==> config.mk <==
export PLATFORM = sky130hd
export DESIGN_NAME = uart_tx
export DESIGN_NICKNAME = d
export VERILOG_FILES = /design/src/rtl/uart_tx.sv
export SDC_FILE = /design/constraint.sdc
export NUM_CORES = 1
export LEC_CHECK = 0
export CORE_MARGIN = 4
export CORE_UTILIZATION = 45
export CTS_CLUSTER_SIZE = 14
export DETAILED_ROUTE_END_ITERATION = 7
export DONT_BUFFER_PORTS = 1
export MAX_ROUTING_LAYER = met4
export PLACE_DENSITY = 0.66
export SLEW_MARGIN = 20
export SYNTH_ARGS = -nofsm -noshare
export SYNTH_HDL_FRONTEND = slang
export SYNTH_SLANG_ARGS = --single-unit
==> constraint.sdc <==
create_clock -name CLK -period 4.1 [get_ports CLK]
set_input_delay 1.025 -clock CLK [delete_from_list [all_inputs] [get_ports CLK]]
set_output_delay 1.025 -clock CLK [all_outputs]
set_load 0.02 [all_outputs]
==> src/rtl/uart_tx.sv <==
// UART transmit engine: start bit, BusWidth data bits LSB first, optional parity, one stop bit.
// One frame bit per CLK period; TX_OUT and BUSY come straight from flops.
module uart_tx #(
  parameter int BusWidth = 8
) (
  input  logic                CLK,
  input  logic                RST,
  input  logic [BusWidth-1:0] P_DATA,
  input  logic                DATA_VALID,
  input  logic                PAR_EN,
  input  logic                PAR_TYP,
  output logic                TX_OUT,
  output logic                BUSY,
  output logic [2:0]          state_dbg
);

  localparam int CW = $clog2(BusWidth);

  typedef enum logic [2:0] {
    IDLE   = 3'd0,
    START  = 3'd1,
    DATA   = 3'd2,
    PARITY = 3'd3,
    STOP   = 3'd4
  } state_t;

  state_t              state;
  logic [CW-1:0]       cnt;
  logic [BusWidth-1:0] shift_q;
  logic                par_en_q;
  logic                par_bit_q;
  logic                accept;

  // Handshake: DATA_VALID is taken at a rising edge only while the engine is
  // not busy (IDLE or STOP); otherwise the strobe is dropped without trace.
  assign accept    = DATA_VALID && ((state == IDLE) || (state == STOP));
  assign state_dbg = state;

  // Outputs are registered alongside the next state, so each cycle's
  // TX_OUT/BUSY already reflect the bit that state is transmitting.
  always_ff @(posedge CLK or negedge RST) begin
    if (!RST) begin
      state     <= IDLE;
      TX_OUT    <= 1'b1;
      BUSY      <= 1'b0;
      cnt       <= '0;
      shift_q   <= '0;
      par_en_q  <= 1'b0;
      par_bit_q <= 1'b0;
    end else begin
      case (state)
        IDLE, STOP: begin
          if (accept) begin
            shift_q   <= P_DATA;
            par_en_q  <= PAR_EN;
            par_bit_q <= PAR_TYP ? ~^P_DATA : ^P_DATA;
            state     <= START;
            TX_OUT    <= 1'b0;
            BUSY      <= 1'b1;
          end else begin
            state  <= IDLE;
            TX_OUT <= 1'b1;
            BUSY   <= 1'b0;
          end
        end
        START: begin
          state   <= DATA;
          cnt     <= '0;
          TX_OUT  <= shift_q[0];
          shift_q <= shift_q >> 1;
          BUSY    <= 1'b1;
        end
        DATA: begin
          // cnt names the bit currently on the line; the shifter already holds the next one.
          if (cnt == CW'(BusWidth - 1)) begin
            if (par_en_q) begin
              state  <= PARITY;
              TX_OUT <= par_bit_q;
              BUSY   <= 1'b1;
            end else begin
              state  <= STOP;
              TX_OUT <= 1'b1;
              BUSY   <= 1'b0;
            end
          end else begin
            cnt     <= cnt + CW'(1);
            TX_OUT  <= shift_q[0];
            shift_q <= shift_q >> 1;
            BUSY    <= 1'b1;
          end
        end
        PARITY: begin
          state  <= STOP;
          TX_OUT <= 1'b1;
          BUSY   <= 1'b0;
        end
        default: begin
          state  <= IDLE;
          TX_OUT <= 1'b1;
          BUSY   <= 1'b0;
        end
      endcase
    end
  end

endmodule

Word-level counts from Yosys, hierarchy flattened
Cells that the tools add are included.

Bits in registers: 18. Output and inout port bits: 5. Word-level logic and storage cells: 45.

Reductions and logical operators: 11. Eq/ne operators: 8. Add/sub/neg operators: 1. Muxes and demuxes: 18.

Operator list (count): 8-bit one-hot mux with 3 select lines (1); 8-bit two-way mux (2); 3-bit one-hot mux with 4 select lines (1); 3-bit two-way mux (3); 1-bit two-way mux (8); 8-bit XNOR reduction (1); 8-bit XOR reduction (1); 3-bit by 2-bit == test with 1-bit output (second input constant) (2); 3-bit == test (second input constant) (2); 2-bit inequality test (second input constant) (3); 1-bit one-hot mux with 3 select lines (2); 3-bit one-hot mux with 2 select lines (1); 2-bit AND reduction (2); 3-bit by 1-bit adder with 3-bit output (second input constant) (1); 3-bit by 1-bit == test with 1-bit output (second input constant) (1); 3-bit logical NOT (1); 3-bit AND reduction (1); 3-bit nonzero test (1); 2-bit nonzero test (1); 2-bit OR reduction (1); 1-bit logical AND (1); 1-bit logical OR (1).

Logic depth before layout (Yosys ltp)
Depth after elaboration: 5. Depth in mapped cells: 7. Mapped depth without buffers: 6.

Least setup slack after synthesis
No wires, ideal clock.

Path type: input to register. Start: input P_DATA[3]. End: register par_bit_q. Setup time: 125 ps. Slack: 2045 ps. Stages on the path: 4. Data arrival time: 1930 ps. Path buffers: 0. Cells stage by stage: xnor2_1 > xnor3_1 > xnor2_1 > mux2_2.

Word-level cells in the longest chain between the ends: 2. Elaborated cells between the ends (all ways): 3. Those cells by class: 1 x mux; 2 x reduce/logical.

Ends and longest elaborated chain: start, declared (RTL line 8) `input logic [BusWidth-1:0] P_DATA,`; 8-bit XOR reduction / 8-bit XNOR reduction (equally long branches) (RTL line 56) `par_bit_q <= PAR_TYP ? ~^P_DATA : ^P_DATA;`; 1-bit two-way mux * (RTL line 56); end signal, assigned (RTL line 56); end, declared (RTL line 31) `logic par_bit_q;`.

Every way passes the cells marked *; elsewhere a longest branch is shown, timed or not. A chain may end at the register's enable or synchronous reset.

Final worst setup path
Start: register state[0] (netlist: state_dbg[0]). End: output state_dbg[0].

RTL lines: start, declared (RTL line 27) `state_t state;`; start signal, assigned (RTL line 43) `state <= IDLE;`; start signal, assigned (RTL line 57) `state <= START;`; start signal, assigned (RTL line 61) `state <= IDLE;`; end, declared (RTL line 14) `output logic [2:0] state_dbg`.

No word-level cell between the ends.

==> results_dict.tcl <==
set metrics [dict create \
    rsz0062_at_grt "no" \
    drcViolationCount 0 \
    h-tree-depth 1 \
    p_per_area_mw_per_mm2 796.9 \
    setup_viol 0 \
    regToRegStartpoint "cnt[0]$_DFFE_PN0P_" \
    tightest_slew_ns 0.7001 \
    post_synth_num_cell_types 31 \
    p_total_uw 850.5 \
    wl_per_cell_um 14.65 \
    io_buffers 0 \
    end_kind "output pin" \
    clk-insertion-delay-late_ns 0.29 \
    vias 629 \
    status "complete, no violations" \
    maxSlewViolCount 0 \
    maxCapViolations 0 \
    fin_crit_ns 2.131 \
    overflow 0 \
    cts_buffers 3 \
    grtUsageTotal_pct 12.29 \
    antenna_found_initial 0 \
    critical_path_class "reg -> out" \
    power_leakage_nw 0.4542 \
    crit_required_ns 3.07 \
    syn_nets 105 \
    dieHeight_um 55.84 \
    nets 106 \
    crit_arrival_ns 1.11 \
    fin_util_pct 48.72 \
    setup_tns_ns 0 \
    fmax_ghz 0.4692 \
    ys_seq_area_share_pct 43.86 \
    ctsHoldBuffers 0 \
    first_global_vias 641 \
    syn2layout_area_growth_pct 3.645 \
    insertedDiodeCount 0 \
    vdd.ir_drop.worst_mv 0.3199 \
    rows 17 \
    routed_wl_um 1729 \
    hp-class "in -> async" \
    post_cts_buffers 0 \
    cts_buffer_depth 2 \
    cts_root_buffer "clkbuf_4" \
    ant_nets 0 \
    final_common_cell "dfrtp_1" \
    synth-seq-cells 18 \
    pre_cts_ws_ns 1.979 \
    grt_max_degree 19 \
    cts_tree "built" \
    layout_common_cells "dfrtp_1, nand2_1, o21ai_1, mux2i_1" \
    yosysTopAreaCell "dfrtp_1" \
    clkSlewWorstSetupHoldPaths_ns 0.11 \
    fin_crit_sh_pct 51.99 \
    core_mm2 0.002191 \
    yosysWarnings 0 \
    initial_core_util_pct 47.00 \
    finClkSkew_ns 0.001158 \
    drt-initial-drc-count 2 \
    die_area_mm2 0.003118 \
    crit_fanout 16 \
    finalHoldViolCount 0 \
    grt_pass1_wl_um 2960 \
    synth_top_area_share_pct 41.31 \
    synth.area.top_cells "dfrtp_1, mux2i_1, a22o_1" \
    ctsResizeCount 0 \
    synth.cell_area_mm2 0.001030 \
    gp_congestion 0.7539 \
    start_kind "flip-flop" \
    slew_headroom_pct 53.32 \
    clkSinkCount 18 \
    synth_cells 90 \
    vias_per_cell 5.331 \
    drive_gt1_share_pct 16.67 \
    avgSynthCellArea_um2 11.44 \
    fin_ws_ns 1.969 \
    crit_start "state_dbg[0]$_DFFE_PN0P_" \
    first_pass_iters 3 \
    die_w_um 55.84 \
    hpwl_um 1288 \
    boundaryPins 18 \
]
[final timing paths]
check	endpoint	slack (ns)	depth (start not counted)
worst max register to register	shift_q[6]$_DFFE_PN0P_	2.24	5
worst min register to register	shift_q[3]$_DFFE_PN0P_	0.49	2
min in group CLK	shift_q[3]$_DFFE_PN0P_	0.49	2
worst max-delay path	state_dbg[0]	1.97	0
max in group asynchronous	TX_OUT$_DFF_PN1_	3.53	0
worst min-delay path	shift_q[1]$_DFFE_PN0P_	0.41	0
[cells in the mapped netlist]
master,instances
nand2b_1,5
xnor2_1,5
o22ai_1,1
a211oi_4,1
o21ai_0,1
nor3_1,1
nor2_1,1
dfrtp_1,17
mux2_2,3
nor2_8,1
nor3b_2,2
nand2_1,9
xnor2_2,1
ha_1,2
and2b_4,1
xnor3_1,1
dfstp_2,1
xor2_1,1
o21bai_1,1
a22o_1,5
nand3_1,1
nor2b_1,3
o21ai_1,8
buf_4,3
o221ai_1,1
a21boi_0,2
nand4b_1,1
mux2i_1,7
a21oi_1,2
nor2_2,1
buf_6,1
[layer usage]
layer	GRT usage, %	routed length (um)	part of all wire, %
met1	13.91	741	43
met2	20.44	852	49
met3	3.480	108	6.2
met4	5.085	26	1.5
met5	-	0	0
[kinds of logic after synthesis]
| group | count (synthesis) | synth area share [%] |
|---|---|---|
| buffers and inverters | 4 | 3.280 |
| XOR/XNOR | 8 | 8.870 |
| AO/OA/AOI/OAI | 22 | 15.19 |
| adder cells (fa/ha/maj) | 2 | 2.430 |
| AND/OR/NAND/NOR | 26 | 16.28 |
| flip-flops | 18 | 43.86 |
| multiplexers | 10 | 10.09 |
[through the flow]
step	std cells	cell area, um^2	hold WS, ns
6_report	118	1067	0.4071
5_1_grt	118	1067	0.3798
4_1_cts	118	1067	0.3969
3_5_place_dp	114	1031	0.4763
3_3_place_gp	114	1031	0.4685
2_1_floorplan	90	1030	0.4544
[cell type report]
cell class                      count  area (um^2)
Clock buffer                        4        36.28
Sequential cell                    18        451.7
Tap cell                           28        35.03
Fill cell                         196         1124
Multi-Input combinational cell     68        544.3
[flip-flops by register name (all words and copies together) (netlist names)]
signal and cells:
TX_OUT 1, par_bit_q 1, BUSY 1, cnt 3
shift_q 8, par_en_q 1, state_dbg 3
[power by group]
| part | switching (mW) | total [mW] | internal [mW] | leakage (nW) |
|---|---|---|---|---|
| logic | 0.175 | 0.366 | 0.191 | 0.210 |
| clock network | 0.0574 | 0.112 | 0.0541 | 0.0210 |
| registers | 0.110 | 0.373 | 0.263 | 0.223 |
| total | 0.342 | 0.850 | 0.508 | 0.454 |
(Power assumes the default switching activity.)
